[config.mk]
export PLATFORM = sky130hd
export DESIGN_NAME = device_cmd_controller_flat
export DESIGN_NICKNAME = d
export VERILOG_FILES = /design/src/rtl/device_cmd_controller_if.sv /design/src/rtl/device_cmd_controller.sv /design/src/flat_wrapper.sv
export SDC_FILE = /design/constraint.sdc
export NUM_CORES = 1
export LEC_CHECK = 0
export CAP_MARGIN = 20
export CORE_MARGIN = 2
export CORE_UTILIZATION = 50
export DETAILED_ROUTE_END_ITERATION = 8
export HOLD_SLACK_MARGIN = 0.08
export PLACE_DENSITY_LB_ADDON = 0.1
export SYNTH_ARGS = -nofsm -noshare
export SYNTH_HDL_FRONTEND = slang
export SYNTH_SLANG_ARGS = --single-unit
[constraint.sdc]
create_clock -name clk_sys -period 18.2 [get_ports clk_sys]
set_input_delay 1.82 -clock clk_sys [delete_from_list [all_inputs] [get_ports clk_sys]]
set_output_delay 1.82 -clock clk_sys [all_outputs]
set_load 0.02 [all_outputs]
[src/rtl/device_cmd_controller_if.sv]
// Memory write-request bus: the controller (master) presents address/data/valid, memory (slave) answers with fifo_full_mem backpressure.
interface device_cmd_controller_if #(
  parameter int unsigned ADDRESS_WIDTH = 25,
  parameter int unsigned DATA_WIDTH    = 16
);
  logic [ADDRESS_WIDTH-1:0] address_mem;
  logic [DATA_WIDTH-1:0]    data_out_mem;
  logic                     data_out_valid_mem;
  logic                     fifo_full_mem;

  modport master (output address_mem, data_out_mem, data_out_valid_mem, input fifo_full_mem);
  modport slave  (input address_mem, data_out_mem, data_out_valid_mem, output fifo_full_mem);
endinterface

[src/rtl/device_cmd_controller.sv]
// Byte-stream command decoder feeding a memory write queue and panel configuration registers.
// Optional macro DEVICE_CMD_DROP_COUNT_EN adds a saturating drop_count output.
module device_cmd_controller #(
  parameter int unsigned ADDRESS_WIDTH = 25,
  parameter int unsigned DATA_WIDTH    = 16,
  parameter int unsigned FIFO_DEPTH    = 8,
  parameter int unsigned ADDR_BYTES    = 4
) (
  input  logic                    clk_sys,
  input  logic                    reset,
  input  logic                    cs_n,
  input  logic [7:0]              data_in,
  input  logic                    data_in_ready,
  device_cmd_controller_if.master mem,
  output logic                    frame_buffer_select,
  output logic                    color_format,
  output logic [9:0]              pixels_per_row,
  output logic [3:0]              panel_rows,
  output logic                    overflow,
  output logic                    busy
`ifdef DEVICE_CMD_DROP_COUNT_EN
  ,
  output logic [15:0]             drop_count
`endif
);

  localparam int unsigned BPW   = DATA_WIDTH / 8;
  localparam int unsigned BCW   = (BPW > 1) ? $clog2(BPW) : 1;
  localparam int unsigned PTR_W = $clog2(FIFO_DEPTH);
  localparam int unsigned CNT_W = PTR_W + 1;
  localparam int unsigned ASM_W = (ADDR_BYTES * 8 > ADDRESS_WIDTH) ? ADDR_BYTES * 8 : ADDRESS_WIDTH;
  localparam int unsigned ABC_W = $clog2(ADDR_BYTES) + 1;

  localparam logic [7:0] CMD_WRITE = 8'h10;
  localparam logic [7:0] CMD_FLIP  = 8'h20;
  localparam logic [7:0] CMD_COLOR = 8'h30;
  localparam logic [7:0] CMD_PPR   = 8'h40;
  localparam logic [7:0] CMD_ROWS  = 8'h50;
  localparam logic [7:0] CMD_CLEAR = 8'h60;

  typedef enum logic [2:0] {S_IDLE, S_ADDR, S_PAYLOAD, S_WRITE_DATA, S_DONE} state_e;

  state_e                   state_q, state_d;
  logic [1:0]               cs_sync_q;
  logic [7:0]               cmd_q, cmd_d;
  logic [ABC_W-1:0]         abyte_cnt_q, abyte_cnt_d;
  logic [ASM_W-1:0]         addr_asm_q, addr_asm_d;
  logic [ADDRESS_WIDTH-1:0] wr_addr_q, wr_addr_d;
  logic [BCW-1:0]           wbyte_cnt_q, wbyte_cnt_d;
  logic [DATA_WIDTH-1:0]    word_asm_q, word_asm_d;
  logic                     pay_cnt_q, pay_cnt_d;
  logic [7:0]               pay0_q, pay0_d;
  logic                     fbs_q, fbs_d, cf_q, cf_d;
  logic [9:0]               ppr_q, ppr_d;
  logic [3:0]               rows_q, rows_d;
  logic                     ovf_q, ovf_d, busy_q, busy_d;

  logic                     cs_n_s, byte_v;
  logic                     push_c, clear_status_c;
  logic [DATA_WIDTH-1:0]    push_word_c;

  logic [ADDRESS_WIDTH-1:0] fifo_addr_q [FIFO_DEPTH];
  logic [DATA_WIDTH-1:0]    fifo_data_q [FIFO_DEPTH];
  logic [PTR_W-1:0]         rd_ptr_q, rd_ptr_d, wr_ptr_q, wr_ptr_d;
  logic [CNT_W-1:0]         count_q, count_d;
  logic                     out_valid_q, out_valid_d;
  logic [ADDRESS_WIDTH-1:0] out_addr_q, out_addr_d;
  logic [DATA_WIDTH-1:0]    out_data_q, out_data_d;
  logic                     pop_c, push_ok_c, drop_c;

  assign cs_n_s = cs_sync_q[1];
  assign byte_v = data_in_ready && !cs_n_s;

  // Command decode; deselect always returns to IDLE and any partial address/word is simply abandoned.
  always_comb begin
    state_d        = state_q;
    cmd_d          = cmd_q;
    abyte_cnt_d    = abyte_cnt_q;
    addr_asm_d     = addr_asm_q;
    wr_addr_d      = wr_addr_q;
    wbyte_cnt_d    = wbyte_cnt_q;
    word_asm_d     = word_asm_q;
    pay_cnt_d      = pay_cnt_q;
    pay0_d         = pay0_q;
    fbs_d          = fbs_q;
    cf_d           = cf_q;
    ppr_d          = ppr_q;
    rows_d         = rows_q;
    push_c         = 1'b0;
    push_word_c    = '0;
    clear_status_c = 1'b0;
    if (cs_n_s) begin
      state_d = S_IDLE;
    end else if (byte_v) begin
      case (state_q)
        S_IDLE: begin
          cmd_d       = data_in;
          abyte_cnt_d = '0;
          addr_asm_d  = '0;
          pay_cnt_d   = 1'b0;
          case (data_in)
            CMD_WRITE:                              state_d = S_ADDR;
            CMD_FLIP, CMD_COLOR, CMD_PPR, CMD_ROWS: state_d = S_PAYLOAD;
            CMD_CLEAR: begin
              clear_status_c = 1'b1;
              state_d        = S_DONE;
            end
            default:                                state_d = S_DONE;
          endcase
        end
        S_ADDR: begin
          addr_asm_d  = ASM_W'({addr_asm_q, data_in});
          abyte_cnt_d = abyte_cnt_q + ABC_W'(1);
          if (abyte_cnt_q == ABC_W'(ADDR_BYTES - 1)) begin
            wr_addr_d   = addr_asm_d[ADDRESS_WIDTH-1:0];
            wbyte_cnt_d = '0;
            word_asm_d  = '0;
            state_d     = S_WRITE_DATA;
          end
        end
        S_WRITE_DATA: begin
          if (!cf_q) begin
            push_c      = 1'b1;
            push_word_c = DATA_WIDTH'(data_in);
          end else begin
            word_asm_d = DATA_WIDTH'({word_asm_q, data_in});
            if (wbyte_cnt_q == BCW'(BPW - 1)) begin
              push_c      = 1'b1;
              push_word_c = word_asm_d;
              wbyte_cnt_d = '0;
            end else begin
              wbyte_cnt_d = wbyte_cnt_q + BCW'(1);
            end
          end
          if (push_c) wr_addr_d = wr_addr_q + ADDRESS_WIDTH'(1);
        end
        S_PAYLOAD: begin
          pay0_d    = data_in;
          pay_cnt_d = 1'b1;
          if (!(cmd_q == CMD_PPR && !pay_cnt_q)) begin
            state_d = S_DONE;
            case (cmd_q)
              CMD_FLIP:  fbs_d  = data_in[0];
              CMD_COLOR: cf_d   = data_in[0];
              CMD_PPR:   ppr_d  = {pay0_q[1:0], data_in};
              CMD_ROWS:  rows_d = data_in[3:0];
              default:   ;
            endcase
          end
        end
        default: ;
      endcase
    end
  end

  // Queue with a registered head: count includes the word being presented to memory.
  always_comb begin
    pop_c       = out_valid_q && !mem.fifo_full_mem;
    push_ok_c   = push_c && ((count_q != CNT_W'(FIFO_DEPTH)) || pop_c);
    drop_c      = push_c && !push_ok_c;
    count_d     = count_q + CNT_W'(push_ok_c) - CNT_W'(pop_c);
    rd_ptr_d    = rd_ptr_q + PTR_W'(pop_c);
    wr_ptr_d    = wr_ptr_q + PTR_W'(push_ok_c);
    out_valid_d = (count_d != '0);
    out_addr_d  = out_addr_q;
    out_data_d  = out_data_q;
    if ((count_q - CNT_W'(pop_c)) == '0) begin
      if (push_ok_c) begin
        out_addr_d = wr_addr_q;
        out_data_d = push_word_c;
      end
    end else begin
      out_addr_d = fifo_addr_q[rd_ptr_d];
      out_data_d = fifo_data_q[rd_ptr_d];
    end
  end

  always_comb begin
    ovf_d = ovf_q;
    if (clear_status_c)  ovf_d = 1'b0;
    else if (drop_c)     ovf_d = 1'b1;
    busy_d = (state_d != S_IDLE) || (count_d != '0);
  end

  always_ff @(posedge clk_sys) begin
    if (push_ok_c) begin
      fifo_addr_q[wr_ptr_q] <= wr_addr_q;
      fifo_data_q[wr_ptr_q] <= push_word_c;
    end
  end

  always_ff @(posedge clk_sys or posedge reset) begin
    if (reset) begin
      state_q     <= S_IDLE;
      cs_sync_q   <= 2'b11;
      cmd_q       <= '0;
      abyte_cnt_q <= '0;
      addr_asm_q  <= '0;
      wr_addr_q   <= '0;
      wbyte_cnt_q <= '0;
      word_asm_q  <= '0;
      pay_cnt_q   <= 1'b0;
      pay0_q      <= '0;
      fbs_q       <= 1'b0;
      cf_q        <= 1'b0;
      ppr_q       <= 10'd10;
      rows_q      <= 4'd1;
      ovf_q       <= 1'b0;
      busy_q      <= 1'b0;
      rd_ptr_q    <= '0;
      wr_ptr_q    <= '0;
      count_q     <= '0;
      out_valid_q <= 1'b0;
      out_addr_q  <= '0;
      out_data_q  <= '0;
    end else begin
      state_q     <= state_d;
      cs_sync_q   <= {cs_sync_q[0], cs_n};
      cmd_q       <= cmd_d;
      abyte_cnt_q <= abyte_cnt_d;
      addr_asm_q  <= addr_asm_d;
      wr_addr_q   <= wr_addr_d;
      wbyte_cnt_q <= wbyte_cnt_d;
      word_asm_q  <= word_asm_d;
      pay_cnt_q   <= pay_cnt_d;
      pay0_q      <= pay0_d;
      fbs_q       <= fbs_d;
      cf_q        <= cf_d;
      ppr_q       <= ppr_d;
      rows_q      <= rows_d;
      ovf_q       <= ovf_d;
      busy_q      <= busy_d;
      rd_ptr_q    <= rd_ptr_d;
      wr_ptr_q    <= wr_ptr_d;
      count_q     <= count_d;
      out_valid_q <= out_valid_d;
      out_addr_q  <= out_addr_d;
      out_data_q  <= out_data_d;
    end
  end

`ifdef DEVICE_CMD_DROP_COUNT_EN
  logic [15:0] drop_cnt_q, drop_cnt_d;

  always_comb begin
    drop_cnt_d = drop_cnt_q;
    if (clear_status_c)                         drop_cnt_d = '0;
    else if (drop_c && drop_cnt_q != 16'hFFFF)  drop_cnt_d = drop_cnt_q + 16'd1;
  end

  always_ff @(posedge clk_sys or posedge reset) begin
    if (reset) drop_cnt_q <= '0;
    else       drop_cnt_q <= drop_cnt_d;
  end

  assign drop_count = drop_cnt_q;
`endif

  assign mem.address_mem        = out_addr_q;
  assign mem.data_out_mem       = out_data_q;
  assign mem.data_out_valid_mem = out_valid_q;
  assign frame_buffer_select    = fbs_q;
  assign color_format           = cf_q;
  assign pixels_per_row         = ppr_q;
  assign panel_rows             = rows_q;
  assign overflow               = ovf_q;
  assign busy                   = busy_q;

endmodule

[src/flat_wrapper.sv]
// flat-port wrapper written by rule: the top's interface ports become plain ports
module device_cmd_controller_flat 
#(
  parameter int unsigned ADDRESS_WIDTH = 25,
  parameter int unsigned DATA_WIDTH    = 16,
  parameter int unsigned FIFO_DEPTH    = 8,
  parameter int unsigned ADDR_BYTES    = 4
)
  (clk_sys, reset, cs_n, data_in, data_in_ready, frame_buffer_select, color_format, pixels_per_row, panel_rows, overflow, busy, mem_address_mem, mem_data_out_mem, mem_data_out_valid_mem, mem_fifo_full_mem);
  device_cmd_controller_if #(.ADDRESS_WIDTH(ADDRESS_WIDTH), .DATA_WIDTH(DATA_WIDTH)) mem_i ();
  input  logic clk_sys;
  input  logic reset;
  input  logic cs_n;
  input  logic [7:0] data_in;
  input  logic data_in_ready;
  output logic frame_buffer_select;
  output logic color_format;
  output logic [9:0] pixels_per_row;
  output logic [3:0] panel_rows;
  output logic overflow;
  output logic busy;
  output wire logic [$bits(mem_i.address_mem)-1:0] mem_address_mem;
  output wire logic [$bits(mem_i.data_out_mem)-1:0] mem_data_out_mem;
  output wire logic [$bits(mem_i.data_out_valid_mem)-1:0] mem_data_out_valid_mem;
  input wire logic [$bits(mem_i.fifo_full_mem)-1:0] mem_fifo_full_mem;
  assign mem_address_mem = mem_i.address_mem;
  assign mem_data_out_mem = mem_i.data_out_mem;
  assign mem_data_out_valid_mem = mem_i.data_out_valid_mem;
  assign mem_i.fifo_full_mem = mem_fifo_full_mem;
  device_cmd_controller #(.ADDRESS_WIDTH(ADDRESS_WIDTH), .DATA_WIDTH(DATA_WIDTH), .FIFO_DEPTH(FIFO_DEPTH), .ADDR_BYTES(ADDR_BYTES)) u_core (.clk_sys(clk_sys), .reset(reset), .cs_n(cs_n), .data_in(data_in), .data_in_ready(data_in_ready), .mem(mem_i), .frame_buffer_select(frame_buffer_select), .color_format(color_format), .pixels_per_row(pixels_per_row), .panel_rows(panel_rows), .overflow(overflow), .busy(busy));
endmodule
Word-level counts from Yosys, hierarchy flattened
Memory sizes are Yosys's and may differ from the RTL's. Index checks and enable logic that the tools add are counted. W data, S select, Z words.

$add $sub $neg: 8. Equal/unequal tests: 19. Muxes and demuxes: 44. Bitwise gates (word level): 2. Reductions and logical operators: 30.

Operators with widths (number): $mux W16 (7); $mux W25 (4); $pmux W25 S2 (1); $eq A8 B7 Y1 const B (5); $pmux W17 S2 (1); $eq A8 B6 Y1 const B (4); $reduce_and A5 Y1 (6); $add A25 B1 Y25 const B (1); $mux W1 (19); $mux W8 (2); $pmux W8 S2 (1); $mux W3 (4); $pmux W3 S2 (2); $reduce_and A3 Y1 (4); $eq A3 B2 Y1 const B (3); $pmux W3 S3 (1); $eq A8 B5 Y1 const B (1); $ne A2 B1 Y1 const B (4); $reduce_bool A2 Y1 (4); $sub A4 B1 Y4 (2); $add A3 B1 Y3 (2); $logic_and A1 B1 Y1 (5); $add A4 B1 Y4 (1); $logic_not A1 Y1 (4); 12 further kinds (15).

Register bits: 140. Bits in writable memories: 328. Input bits: 13. Output and inout port bits: 60. Word-level logic and storage cells: 127. Memories: 2.

Memory list: u_core.fifo_addr_q (words 8, width 25, rd ports 1, clocked after Yosys merged registers in 0, write ports 1, RTL line device_cmd_controller.sv:62) `logic [ADDRESS_WIDTH-1:0] fifo_addr_q [FIFO_DEPTH];`; u_core.fifo_data_q (words 8, width 16, rd ports 1, clocked after Yosys merged registers in 0, write ports 1, RTL line device_cmd_controller.sv:63) `logic [DATA_WIDTH-1:0] fifo_data_q [FIFO_DEPTH];`.

Depth between registers and ports, before layout
Depth in word-level cells: 13. Mapped depth: 12. Gate-level depth less buffers: 11.

Least setup slack after synthesis
Ideal clock, no wire load.

Kind: input -> register. Start: input data_in_ready. End: memory u_core.fifo_addr_q[2][0] (enable). Setup time: 0.556 ns. Data arrival time: 7.081 ns. Required time: 17.644 ns. Setup slack: 10.563 ns. Stages: 7. Path buffers: 3. Path through: nand2b_1 -> buf_2 -> nor3_2 -> nand2_1 -> buf_2 -> buf_2 -> nor4b_1.

Cells in the longest elaborated chain, start to end: 6.

RTL lines: from (decl) (RTL line flat_wrapper.sv:15) `input logic data_in_ready;`; $logic_and A1 B1 Y1 (RTL line device_cmd_controller.sv:72) `assign byte_v = data_in_ready && !cs_n_s;`; $mux W1 (RTL line device_cmd_controller.sv:94) `end else if (byte_v) begin`; $mux W1 (RTL line device_cmd_controller.sv:92) `if (cs_n_s) begin`; $logic_and A1 B1 Y1 (RTL line device_cmd_controller.sv:159) `push_ok_c = push_c && ((count_q != CNT_W'(FIFO_DEPTH)) || pop_c);`; $mux W1 (RTL line device_cmd_controller.sv:186) `if (push_ok_c) begin`; $mux W1 (not written as such) (RTL line device_cmd_controller.sv:187) `fifo_addr_q[wr_ptr_q] <= wr_addr_q;`; to (decl) (RTL line device_cmd_controller.sv:62).

Every way passes these cells.

Final worst setup path
Start: input data_in_ready. End: memory u_core.fifo_data_q[4][14] (enable).

Cells in the longest elaborated chain, start to end: 6.

RTL lines: $logic_and A1 B1 Y1 (RTL line device_cmd_controller.sv:72); $mux W1 (RTL line device_cmd_controller.sv:94); $mux W1 (RTL line device_cmd_controller.sv:92); $logic_and A1 B1 Y1 (RTL line device_cmd_controller.sv:159); $mux W1 (RTL line device_cmd_controller.sv:186); $mux W1 (not written as such) (RTL line device_cmd_controller.sv:188) `fifo_data_q[wr_ptr_q] <= push_word_c;`; to (decl) (RTL line device_cmd_controller.sv:63).

Every way passes these cells.

==> results.json <==
{
  "run_status": "finished clean",
  "holdCritPathClass": "reg2reg",
  "die_h_microns": 199,
  "final-instance-count-excl-fill": 1829,
  "fill_cells": 2831,
  "timing.rr.end": "u_core.fifo_data_q[4][14]",
  "synth_seq_cells": 468,
  "count_of_final_hold_check_violations": 0,
  "core_area_sq_um": 37600,
  "clkSinkCount": 468,
  "number_of_max_capacitance_violations_reported": 0,
  "mappedNetlistArea_sq_um": 19100,
  "via_per_inst": 5.87,
  "tritoncts.num_buffers": 47,
  "wl_per_cell_microns": 23.0,
  "finalCoreUtilization_pct": 59.2,
  "post_synth_and_or_nand_nor_area_fraction_pct": 8.42,
  "critical_path.reg2reg.startpoint": "u_core.state_q[0]",
  "number_of_instances_on_the_worst_hold_path": 0,
  "cpMaxStageDelayCell": "sky130_fd_sc_hd__nor3_2",
  "synth_seq_area_share_pct": 70.0,
  "drt_first_iter_violations": 976,
  "post_cts.repair.setup_buffers": 0,
  "reg2regPathDepth": 9,
  "crit_path_cell_trace": "clkdlybuf4s50_1 -> nand2b_1 -> nor3_2 -> nand2_2 -> buf_4 -> inv_2 -> buf_4 -> nand2_1 -> nor3_2 -> buf_4",
  "timing.critical_path.fanout_max": 43,
  "worst_path_largest_cell_delay_ps": 820,
  "synthesis.nets": 1228,
  "worst_slew_pin_slew_ps": 990,
  "cell_count_along_the_critical_path": 10,
  "synth_area_per_cell_sq_um": 15.9,
  "parity_gate_share_of_the_synthesized_area_counting_xor_and_xnor_cells_pct": 0.321,
  "die_x_microns": 199,
  "final_period_minus_worst_setup_slack_ps": 5930,
  "tightest_slew_margin_relative_to_the_limit_pct": 33.6,
  "edff_count_synth": 328,
  "cts_resized": 0,
  "cpMostUsedCell": "sky130_fd_sc_hd__buf_4",
  "diodes": 0,
  "dp.final_hpwl_mm": 24.6,
  "layout.cells.most_common": "sky130_fd_sc_hd__edfxtp_1",
  "worst_setup_path_endpoint": "u_core.fifo_data_q[4][14]",
  "via_count_of_the_first_global_routing_pass": 10700,
  "synthCells": 1200,
  "pre_cts_setup_slack_ps": 11690,
  "critPathRequiredTime_ps": 18400,
  "crit_path_end_kind": "flop",
  "fin_nets": 1307,
  "port_buffers": 72,
  "drcViolationCount": 0,
  "post-route-period-util_pct": 32.6,
  "start_util_pct": 50.8,
  "residual_overflow_from_global_routing": 0,
  "clkSlewWorstSetupHoldPaths_ps": 60,
  "synthDominantCellAreaShare_pct": 51.6,
  "fmax_mhz": 169,
  "cts_hold_buffers": 0,
  "clkLatencyLatePin_ps": 560,
  "dieArea_sq_um": 39700,
  "power.density_cell_area_nw_per_um2": 144,
  "critical_path_class": "in2reg",
  "max-clock-path-buffers": 3,
  "numPlacedInstances": 1741,
  "ff2ff_setup_slack_ps": 13470,
  "critPathArrivalTime_ps": 6130,
  "wire_length_of_the_first_global_routing_pass_mm": 65.1,
  "gp_congestion": 0.832,
  "synth.yosys.warnings": 0,
  "groute.usage.overall_pct": 22.1,
  "synth_fa_ha_area_share_pct": 1.02,
  "startpoint": "data_in_ready",
  "post_synth_mux_area_share_pct": 11.7,
  "critPathTopFamily": "simple AND/OR/NAND/NOR gates",
  "final_ws_setup_ps": 12270,
  "synth_compound_gate_area_share_pct": 6.29,
  "final_cell_mix": "sky130_fd_sc_hd__edfxtp_1 (328), sky130_fd_sc_hd__dfrtp_1 (135), sky130_fd_sc_hd__nand2_1 (133), sky130_fd_sc_hd__mux4_2 (82), sky130_fd_sc_hd__clkdlybuf4s50_1 (72)",
  "final_layout_size_suffix_gt1_share_pct": 19.4,
  "vias": 10700,
  "clock_tree.root_cell": "sky130_fd_sc_hd__clkbuf_16",
  "number_of_search_and_repair_iterations_in_the_first_detailed_routing_pass": 5,
  "ys.flop_type": "sky130_fd_sc_hd__edfxtp_1",
  "postRouteWirelength_mm": 42.0,
  "rows": 71,
  "async_reset_ff_share_pct": 29.9,
  "area_delta_synth_final_pct": 16.5,
  "maximum_level_of_the_cts_h_tree": 2,
  "synth.lib_cells_used.distinct": 67,
  "route.antenna.remaining_nets": 0,
  "critPathBufInv": 5,
  "grt_max_degree": 83,
  "setup-violations-final": 0,
  "synth.area.top_cells": "sky130_fd_sc_hd__edfxtp_1 (52%), sky130_fd_sc_hd__dfrtp_1 (18%), sky130_fd_sc_hd__mux4_2 (9.7%)",
  "power.total_w": 0.00321,
  "cp-start-kind": "input port",
  "setup_total_negative_slack_ps": 0,
  "skew_ps": 23.3,
  "maxSlewViolCount": 0,
  "largest_family_of_logic_cells_by_synthesized_area": "multiplexers",
  "rsz0062_at_grt": "false",
  "synthDominantAreaCellType": "sky130_fd_sc_hd__edfxtp_1",
  "tritoncts_clock_tree": "done",
  "ir_drop_worst_case_vdd_v": 0.000119,
  "total_leakage_power_nw": 7.81,
  "number_of_antenna_violations_at_the_first_check_in_global_routing": 0,
  "num_io_pins": 73
}
==> how the worst min path moves through the flow <==
| stage | end | slack (ps) | startpoint |
|---|---|---|---|
| 3_5_place_dp | u_core.cs_sync_q[1] | 350 | u_core.cs_sync_q[0] |
| 5_1_grt | u_core.cs_sync_q[1] | 360 | u_core.cs_sync_q[0] |
| 2_1_floorplan | u_core.cs_sync_q[1] | 350 | u_core.cs_sync_q[0] |
| 4_1_cts | u_core.cs_sync_q[1] | 360 | u_core.cs_sync_q[0] |
| 3_3_place_gp | u_core.cs_sync_q[1] | 350 | u_core.cs_sync_q[0] |
| 6_report | u_core.cs_sync_q[1] | 350 | u_core.cs_sync_q[0] |
==> per-stage QoR <==
stage	cell area, sq um	hold WS, ps
3_3_place_gp	20500	346
2_1_floorplan	19100	345
3_5_place_dp	20500	347
5_1_grt	22200	359
4_1_cts	22200	356
6_report	22200	355
==> cells by family (layout without fill, tap and decap cells) <==
logic type | count (synthesis) | count (layout)
DFF | 468 | 468
AOI/OAI and AO/OA | 177 | 177
and+or+nand+nor | 314 | 314
xor gates and xnor gates | 7 | 7
buffers and inverters | 101 | 219
muxes | 118 | 118
adders and majority gates | 15 | 15
==> where the power goes <==
group / total, W / internal [W] / switching (W) / leakage, nW
Clock: 0.00107 / 0.000669 / 0.000400 / 0.855
Combinational: 0.000881 / 0.000428 / 0.000453 / 2.25
Sequential: 0.00126 / 0.00120 / 0.0000537 / 4.71
==> registers in the layout, indices dropped and copies added, names as in the netlist, 3 cells and up <==
signal,flops
u_core.fifo_addr_q,200
u_core.wr_addr_q,25
u_core.mem.data_out_mem,16
u_core.abyte_cnt_q,3
u_core.wr_ptr_q,3
u_core.addr_asm_q,17
u_core.cmd_q,8
u_core.word_asm_q,8
u_core.fifo_data_q,128
u_core.mem.address_mem,25
u_core.state_q,3
u_core.rd_ptr_q,3
u_core.count_q,4
u_core.pixels_per_row,10
u_core.panel_rows,4
==> synthesized netlist by cell type (all sizes together), types with 3 or more instances <==
cell type and number:
and2 10, or4 4, or4b 3, o221ai 4, nor2 25, a21oi 35
ha 14, nor3b 3, nand3 40, nor2b 42, edfxtp 328, dfstp 5
mux4 82, o211ai 6, o21ai 26, nor4b 3, nand3b 3, o22ai 5
nand2b 3, a211oi 41, mux2i 9, nor4 15, clkbuf 56, a31oi 35
nand4 12, a2bb2oi 5, nor3 8, dfrtp 135, a41oi 3, nand2 134
xor2 5, or3 4, o31ai 3, mux2 27, buf 20, inv 25
==> per-layer routing <==
metal | vias up | GRT usage, % | routed length [microns]
met3 | 49 | 3.14 | 2410
met1 | 5544 | 33.2 | 19300
met4 | 0 | 5.20 | 653
met2 | 320 | 34.6 | 19600
met5 | - | 0 | 0
li1 | 4821 | - | -
==> cell type report <==
class                   instances  area, sq um  share of cell area, %
flip-flops and latches        468        13400                   60.1
multi-input cells             631         5410                   24.3
clock buffers                  63         1330                   5.96
repair buffers                106          976                   4.39
well taps                     511          639                   2.88
clock inverters                25          418                   1.88
inverters                      25         98.8                  0.445
Power figures use the tool's default switching activity.
